**src/rtl/serial_subtractor_ctrl_pkg.sv**
```systemverilog
// Shared types for the bit-serial subtractor controller.
package serial_subtractor_ctrl_pkg;

  typedef enum logic [1:0] {
    S_IDLE  = 2'd0,
    S_SHIFT = 2'd1,
    S_DONE  = 2'd2
  } state_t;

  // Bit counter width; a 1-bit counter is the floor even for tiny operands.
  function automatic int count_width(input int width);
    return (width > 1) ? $clog2(width) : 1;
  endfunction

endpackage

```
**src/rtl/serial_subtractor_ctrl_cell.sv**
```systemverilog
// One-bit subtractor datapath: a full subtractor built from two half subtractors.
module half_subtractor_cell (
  input  logic x,
  input  logic y,
  output logic d,
  output logic b
);
  assign d = x ^ y;
  assign b = ~x & y;
endmodule

module full_subtractor_cell (
  input  logic x,
  input  logic y,
  input  logic bin,
  output logic d,
  output logic bout
);
  logic d1, b1, b2;

  half_subtractor_cell u_hs0 (.x(x),  .y(y),   .d(d1), .b(b1));
  half_subtractor_cell u_hs1 (.x(d1), .y(bin), .d(d),  .b(b2));

  assign bout = b1 | b2;
endmodule

```
**src/rtl/serial_subtractor_ctrl.sv**
```systemverilog
// Bit-serial A - B: one full subtractor cell reused LSB first, borrow held in a flop.
module serial_subtractor_ctrl
  import serial_subtractor_ctrl_pkg::*;
#(
  parameter int WIDTH = 8
) (
  input  logic             clk,
  input  logic             rst_n,
  input  logic             start,
  input  logic [WIDTH-1:0] a,
  input  logic [WIDTH-1:0] b,
  output logic             busy,
  output logic             done,
  output logic [WIDTH-1:0] diff,
  output logic             borrow_out
);
  localparam int CW = count_width(WIDTH);
  localparam logic [CW-1:0] LAST_BIT = CW'(WIDTH - 1);

  state_t           state_reg;
  logic [WIDTH-1:0] a_sr_reg;
  logic [WIDTH-1:0] b_sr_reg;
  logic [WIDTH-2:0] res_sr_reg;
  logic             borrow_reg;
  logic [CW-1:0]    count_reg;

  logic             cell_d;
  logic             cell_bout;
  logic [WIDTH-1:0] res_next;

  full_subtractor_cell u_cell (
    .x    (a_sr_reg[0]),
    .y    (b_sr_reg[0]),
    .bin  (borrow_reg),
    .d    (cell_d),
    .bout (cell_bout)
  );

  // The result bit enters at the MSB; after WIDTH shifts bit 0 of res_next is the LSB.
  assign res_next = {cell_d, res_sr_reg};

  always_ff @(posedge clk or negedge rst_n) begin
    if (!rst_n) begin
      state_reg  <= S_IDLE;
      a_sr_reg   <= '0;
      b_sr_reg   <= '0;
      res_sr_reg <= '0;
      borrow_reg <= 1'b0;
      count_reg  <= '0;
      busy       <= 1'b0;
      done       <= 1'b0;
      diff       <= '0;
      borrow_out <= 1'b0;
    end else begin
      case (state_reg)
        S_IDLE: begin
          done <= 1'b0;
          if (start) begin
            a_sr_reg   <= a;
            b_sr_reg   <= b;
            borrow_reg <= 1'b0;
            count_reg  <= '0;
            busy       <= 1'b1;
            state_reg  <= S_SHIFT;
          end
        end
        S_SHIFT: begin
          res_sr_reg <= res_next[WIDTH-1:1];
          a_sr_reg   <= a_sr_reg >> 1;
          b_sr_reg   <= b_sr_reg >> 1;
          borrow_reg <= cell_bout;
          count_reg  <= count_reg + 1'b1;
          if (count_reg == LAST_BIT) begin
            diff       <= res_next;
            borrow_out <= cell_bout;
            done       <= 1'b1;
            state_reg  <= S_DONE;
          end
        end
        default: begin
          // S_DONE: one-cycle result pulse, then back to IDLE regardless of start.
          done      <= 1'b0;
          busy      <= 1'b0;
          state_reg <= S_IDLE;
        end
      endcase
    end
  end

endmodule

```
**config.mk**
```make
export PLATFORM = sky130hd
export DESIGN_NAME = serial_subtractor_ctrl
export DESIGN_NICKNAME = d
export VERILOG_FILES = /design/src/rtl/serial_subtractor_ctrl_pkg.sv /design/src/rtl/serial_subtractor_ctrl_cell.sv /design/src/rtl/serial_subtractor_ctrl.sv
export SDC_FILE = /design/constraint.sdc
export NUM_CORES = 1
export LEC_CHECK = 0
export ABC_CLOCK_PERIOD_IN_PS = 3400
export BUFFER_PORTS_ARGS = -buffer_cell sky130_fd_sc_hd__clkbuf_2
export CAP_MARGIN = 10
export CORE_UTILIZATION = 55
export DETAILED_ROUTE_END_ITERATION = 16
export PLACE_DENSITY = 0.8
export SLEW_MARGIN = 30
export SYNTH_ARGS = -nofsm -noshare
export SYNTH_HDL_FRONTEND = slang
export SYNTH_SLANG_ARGS = --single-unit
```
**constraint.sdc**
```tcl
create_clock -name clk -period 3.4 [get_ports clk]
set_clock_uncertainty 0.15 [all_clocks]
set_input_delay 0 -clock clk [delete_from_list [all_inputs] [get_ports clk]]
set_output_delay 0 -clock clk [all_outputs]
set_load 0.02 [all_outputs]
```
==> results of run 1 <==
critical path, delay by kind of cell (launching register included):
kind             cells  cell delay (ps)
multiplexers         1              420
AND/OR/NAND/NOR      1              780
flip-flops           1              500
cell type report:
| cell class | count | share of cell area, % |
|---|---|---|
| clock buffers | 6 | 2.01 |
| multi-input cells | 86 | 29.4 |
| repair buffers | 46 | 15.5 |
| well taps | 31 | 1.89 |
| flip-flops and latches | 40 | 48.7 |
| clock inverters | 2 | 1.70 |
| inverters | 5 | 0.912 |
power breakdown:
part / total, W / internal (W) / switching [W]
combinational: 0.000739 / 0.000349 / 0.000389
sequential: 0.000869 / 0.000704 / 0.000165
clock: 0.000303 / 0.000154 / 0.000149
total: 0.00191 / 0.00121 / 0.000703
per-layer routing:
metal / wire (um) / vias up
met3: 159 / 12
met5: 0 / -
li1: - / 609
met2: 1750 / 43
met4: 89 / 0
met1: 1510 / 652
timing repair:
action | 4_1_cts | 5_1_grt
endpoints found under the hold margin | 56 | 0
buffers inserted | 0 | 0
gates resized for setup | 0 | 0
hold buffers | 17 | 0
cells in the final DEF (no fill, tap or decap), types with 2 or more instances in the layout:
cell / count
a21oi_1: 16
nand2_1: 5
mux2_2: 12
nand2b_1: 2
a22o_1: 2
mux2_4: 3
nor2_1: 5
ha_1: 2
dfrtp_1: 40
dlygate4sd3_1: 17
clkbuf_2: 28
clkbuf_4: 5
inv_1: 5
o21ai_0: 7
o22ai_1: 28
logic make-up after synthesis:
logic type                 after synthesis  share of synthesized area [%]
AOI/OAI and AO/OA                       54                           18.6
DFF                                     40                           59.1
buffers and inverters                   15                           5.24
muxes                                   15                           10.6
and+or+nand+nor                         14                           3.77
adders and majority gates                3                           2.66
worst min path at each step:
stage / from / end / slack (ps) / cells after the start
2_1_floorplan: rst_n / a_sr_reg[0]$_DFFE_PN0P_ / -450 / 0
3_3_place_gp: rst_n / diff[6]$_DFFE_PN0P_ / 20 / 1
3_5_place_dp: rst_n / res_sr_reg[4]$_DFFE_PN0P_ / 50 / 1
4_1_cts: start / busy$_DFFE_PN0P_ / 50 / 3
5_1_grt: rst_n / diff[4]$_DFFE_PN0P_ / 30 / 2
6_report: rst_n / b_sr_reg[2]$_DFFE_PN0P_ / -3 / 2
metrics by stage:
step                instance area (um^2)  power [W]
floorplan                           1690    0.00141
global placement                    1810    0.00154
detailed placement                  1810    0.00159
CTS                                 2050    0.00191
global route                        2060    0.00203
finish                              2060    0.00191
==> impl_metrics.py, run 1 <==
metrics = {
    "yosys": {
        "avgSynthCellArea_um2": 12.0,
        "synth_edf_count": 0,
        "yosysTopAreaCell": "dfrtp_1",
        "async_flop_share_pct": 100,
        "ys_ff_latch": 40,
        "synth_top_area_share_pct": 59.1,
        "synth_common_cells": "40 x dfrtp_1, 28 x o22ai_1, 16 x a21oi_1",
        "synth_cell_types": 21,
        "synthCells": 141,
        "yosys_warnings": 0,
        "syn_nets": 163,
        "synth_area_um2": 1690,
        "yosysSeqAreaShare_pct": 59.1,
        "synthTopCellsByArea": "dfrtp_1 59%, o22ai_1 10%, mux2_2 8.0%, a21oi_1 4.7%, mux2_4 2.7%",
        "synth_most_common_cell": "dfrtp_1",
        "ys.flop_type": "dfrtp_1",
    },
    "floorplan": {
        "dieArea_um2": 3310,
        "die_h_um": 57.5,
        "die_w_um": 57.5,
        "core_um2": 2830,
        "num_rows": 19,
        "initial_core_util_pct": 59.9,
        "ios": 30,
    },
    "run_status": {
        "violations": "DRC, hold timing",
        "outcome": "complete, but fails checks",
    },
    "layout": {
        "drive_gt1_share_pct": 27.6,
        "areaGrowthSynthToFinish_pct": 21.4,
        "multi_input_area_um2": 604,
        "fin_util_pct": 72.7,
        "diodes": 0,
        "nNetsFinal": 206,
        "fin_cells": 216,
        "seqCellArea_um2": 1000,
        "final.fill_count": 182,
    },
    "clock_network": {
        "cts_num_sinks": 40,
        "clkLatencyLatePin_ps": 340,
        "cts_tree": "built",
        "clk_transition_reported_paths_ps": 110,
        "root_buffer": "clkbuf_4",
        "cts-buffers-inserted": 5,
        "htreeDepth": 2,
        "cts_max_path_buffers": 2,
    },
    "placed_design": {
        "portBuffers": 29,
        "dp.final_hpwl_mm": 2.24,
        "dp.cells": 191,
        "place_congestion": 0.723,
        "pre_cts_slack_ps": 1460,
    },
    "route": {
        "drt_iter0_drc": 69,
        "drc": 2,
        "firstDrtPassIters": 10,
        "avgRoutedWirePerCell_um": 16.2,
        "wl_mm": 3.51,
        "ant_nets": 0,
        "post_drt_via_cell_ratio": 6.09,
        "route.vias.total": 1316,
    },
    "timing": {
        "hold_viol": 6,
        "tightestPinTransition_ps": 954,
        "fmax_ghz": 0.510,
        "tns_ps": 0,
        "setup_viol": 0,
        "slew_headroom_pct": 36.4,
        "grt_setup_unrepaired": "no",
        "period_share_pct": 57.6,
        "fin_ws_ps": 1440,
        "period_minus_slack_ps": 1960,
        "report.final.slew_viol_count": 0,
        "whs_ps": -3.31,
    },
    "global_routing": {
        "grt_pass1_vias": 1316,
        "use_met1_pct": 30.3,
        "grt_max_degree": 41,
        "overflow": 0,
        "grt_antenna_before_repair": 0,
        "grtUsageTotal_pct": 24.0,
        "grtUsageMet2_pct": 40.0,
        "grt.busiest_layer": "met2",
        "grt_use_met3_pct": 5.22,
        "grt_pass1_wl_mm": 5.87,
    },
    "flow_run": {
        "drv_cap": 0,
    },
    "setup_path": {
        "cp.required_ps": 3490,
        "r2r-end": "res_sr_reg[6]$_DFFE_PN0P_",
        "cp_slowest_stage_delay_ps": 780,
        "reg2regPathDepth": 2,
        "critPathCaptureType": "flip-flop",
        "worstSetupPathType": "flip-flop to flip-flop",
        "cp-start-kind": "flip-flop",
        "cp_cell_sequence": "nand2b_1 -> mux2_2",
        "critPathMaxFanout": 24,
        "crit_start": "state_reg[1]$_DFFE_PN0P_",
        "worstReg2RegStart": "state_reg[1]$_DFFE_PN0P_",
        "rrSetupSlack_ps": 1440,
        "cp_slowest_cell": "nand2b_1",
        "crit_end": "res_sr_reg[6]$_DFFE_PN0P_",
        "arrival_ps": 2050,
    },
    "pwr": {
        "power_density_nw_per_um2": 929,
        "leakagePower_nw": 0.953,
        "ir_drop_mv": 0.622,
    },
    "worst_hold_path": {
        "hp-class": "input pin to asynchronous set/reset pin",
    },
}
No activity file was read; power rests on OpenSTA's default activity.
==> run 2, diff against run 1 <==
- ABC_CLOCK_PERIOD_IN_PS: 3400 -> 2000
- CORE_UTILIZATION: 55 -> 54
- PLACE_DENSITY: 0.8 -> 0.78
- clock period: 3.4 -> 2 ns (I/O delays scaled with it)
==> run 2 against run 1 <==
  * The flow finishes with violations (DRC)
  * Non-clock buffer count up 6
  * Hold slack better by 26 ps
  * Sequential cell count is the same
  * First-iteration DRC count down 70%
  * Cell count is 2.8% higher
  * Wire length rose by 1.7%
  * Critical path depth is 3 higher
  * Worst setup slack worse by 1200 ps
  * Utilization up 0.27 points
  * Die area increased by 1.8%
  * Via count down 1.8%
  * Maximum frequency increased by 13%
  * Largest cell class unchanged
  * Largest power group unchanged
==> impl_metrics.py, run 2 (same netlist as run 1, synthesis figures left out) <==
metrics = {
    "layout": {
        "final.fill_count": 219,
        "nNetsFinal": 212,
        "multi_input_area_um2": 604,
        "drive_gt1_share_pct": 29.8,
        "final_cell_mix": "40 x dfrtp_1, 29 x clkbuf_2, 28 x o22ai_1",
        "areaGrowthSynthToFinish_pct": 22.9,
        "seqCellArea_um2": 1000,
        "final_area_um2": 2080,
        "layout_commonest_cell": "dfrtp_1",
        "diodes": 0,
    },
    "global_routing": {
        "grt_pass1_wl_mm": 5.93,
        "grt_max_degree": 23,
        "overflow": 0,
        "grt_antenna_before_repair": 0,
        "grt_pass1_vias": 1339,
        "grtUsageTotal_pct": 24.2,
    },
    "floorplan": {
        "initial_core_util_pct": 59.4,
        "die_h_um": 58.0,
        "dieArea_um2": 3370,
        "die_w_um": 58.0,
        "num_rows": 19,
        "ios": 30,
        "core_um2": 2850,
    },
    "route": {
        "drt_iter0_drc": 21,
        "ant_nets": 0,
        "firstDrtPassIters": 10,
        "drc": 2,
        "post_drt_via_cell_ratio": 5.82,
        "wl_mm": 3.57,
        "route.vias.total": 1292,
        "avgRoutedWirePerCell_um": 16.1,
    },
    "timing": {
        "tightestPinTransition_ps": 791,
        "period_minus_slack_ps": 1730,
        "fin_ws_ps": 270,
        "report.final.slew_viol_count": 0,
        "fmax_ghz": 0.578,
        "setup_viol": 0,
        "period_share_pct": 86.5,
        "hold_viol": 0,
        "whs_ps": 22.2,
        "grt_setup_unrepaired": "no",
        "slew_headroom_pct": 47.1,
        "tns_ps": 0,
    },
    "clock_network": {
        "root_buffer": "clkbuf_4",
        "htreeDepth": 2,
        "cts_tree": "built",
        "cts_hold_buf": 18,
        "post-cts-setup-buffers": 0,
        "clkLatencyLatePin_ps": 360,
        "cts_resized": 0,
        "cts-buffers-inserted": 5,
        "clk_transition_reported_paths_ps": 120,
        "cts_num_sinks": 40,
        "cts_max_path_buffers": 2,
    },
    "setup_path": {
        "worstSetupPathType": "flip-flop to flip-flop",
        "cp.required_ps": 2090,
        "cp-start-kind": "flip-flop",
        "arrival_ps": 1820,
        "critPathMaxFanout": 11,
        "critPathCaptureType": "flip-flop",
    },
    "placed_design": {
        "place_congestion": 0.711,
        "dpl-instance-area_um2": 1850,
        "portBuffers": 29,
        "dp.final_hpwl_mm": 2.24,
        "pre_cts_slack_ps": 317,
    },
    "pwr": {
        "leakagePower_nw": 0.974,
        "power.total_w": 0.00316,
        "power_density_nw_per_um2": 1520,
        "ir_drop_mv": 0.817,
    },
    "flow_run": {
        "drv_cap": 0,
    },
    "worst_hold_path": {
        "hp-class": "input pin to asynchronous set/reset pin",
    },
    "run_status": {
        "outcome": "complete, but fails checks",
        "violations": "DRC",
    },
}
run 2: changes by cell type in the layout (fill, tap and decap cells not counted), sizes merged:
cell	before	now
buf	1	5
clkinv	1	3
bufinv	1	0
dlygate4sd3	17	18
run 2: power by group:
group          switching [W]  internal (W)
clock network       0.000270      0.000135
registers           0.000271       0.00120
logic               0.000667      0.000621
run 2: layer usage:
metal	track usage, %	up-vias	share of wire (%)
li1	-	614	-
met5	0	-	0
met2	40.6	42	53
met1	29.5	629	41
met4	9.86	0	1.5
met3	7.14	7	4.8
run 2: path summary, 6_finish.rpt:
path | endpoint | startpoint | depth (start not counted) | slack [ps]
hold / removal | borrow_reg$_DFFE_PN0P_ | rst_n | 3 | 20
hold reg to reg | borrow_reg$_DFFE_PN0P_ | borrow_reg$_DFFE_PN0P_ | 2 | 340
max in group asynchronous | res_sr_reg[1]$_DFFE_PN0P_ | rst_n | 3 | 540
setup reg to reg | diff[0]$_DFFE_PN0P_ | count_reg[0]$_DFFE_PN0P_ | 5 | 270
setup / recovery | diff[0]$_DFFE_PN0P_ | count_reg[0]$_DFFE_PN0P_ | 5 | 270
min in group clk | busy$_DFFE_PN0P_ | start | 3 | 70
run 2: worst max-delay path, stage by stage (launching register included):
cell	delay, ps
dfrtp_1	410
ha_1	210
ha_1	220
nand3b_1	90
buf_4	190
mux2_2	350
run 2: final cells by class:
type,instances,area share (%)
Inverter,5,0.901
Tap cell,31,1.86
Multi-Input combinational cell,86,29.0
Sequential cell,40,48.1
Timing Repair Buffer,52,17.4
Clock buffer,5,1.80
Clock inverter,3,0.901
run 2: through the flow:
step | util (%) | std cells
4_1_cts | 73.0 | 222
5_1_grt | 73.0 | 222
3_3_place_gp | 64.7 | 196
2_1_floorplan | - | 141
3_5_place_dp | 64.7 | 196
6_report | 73.0 | 222
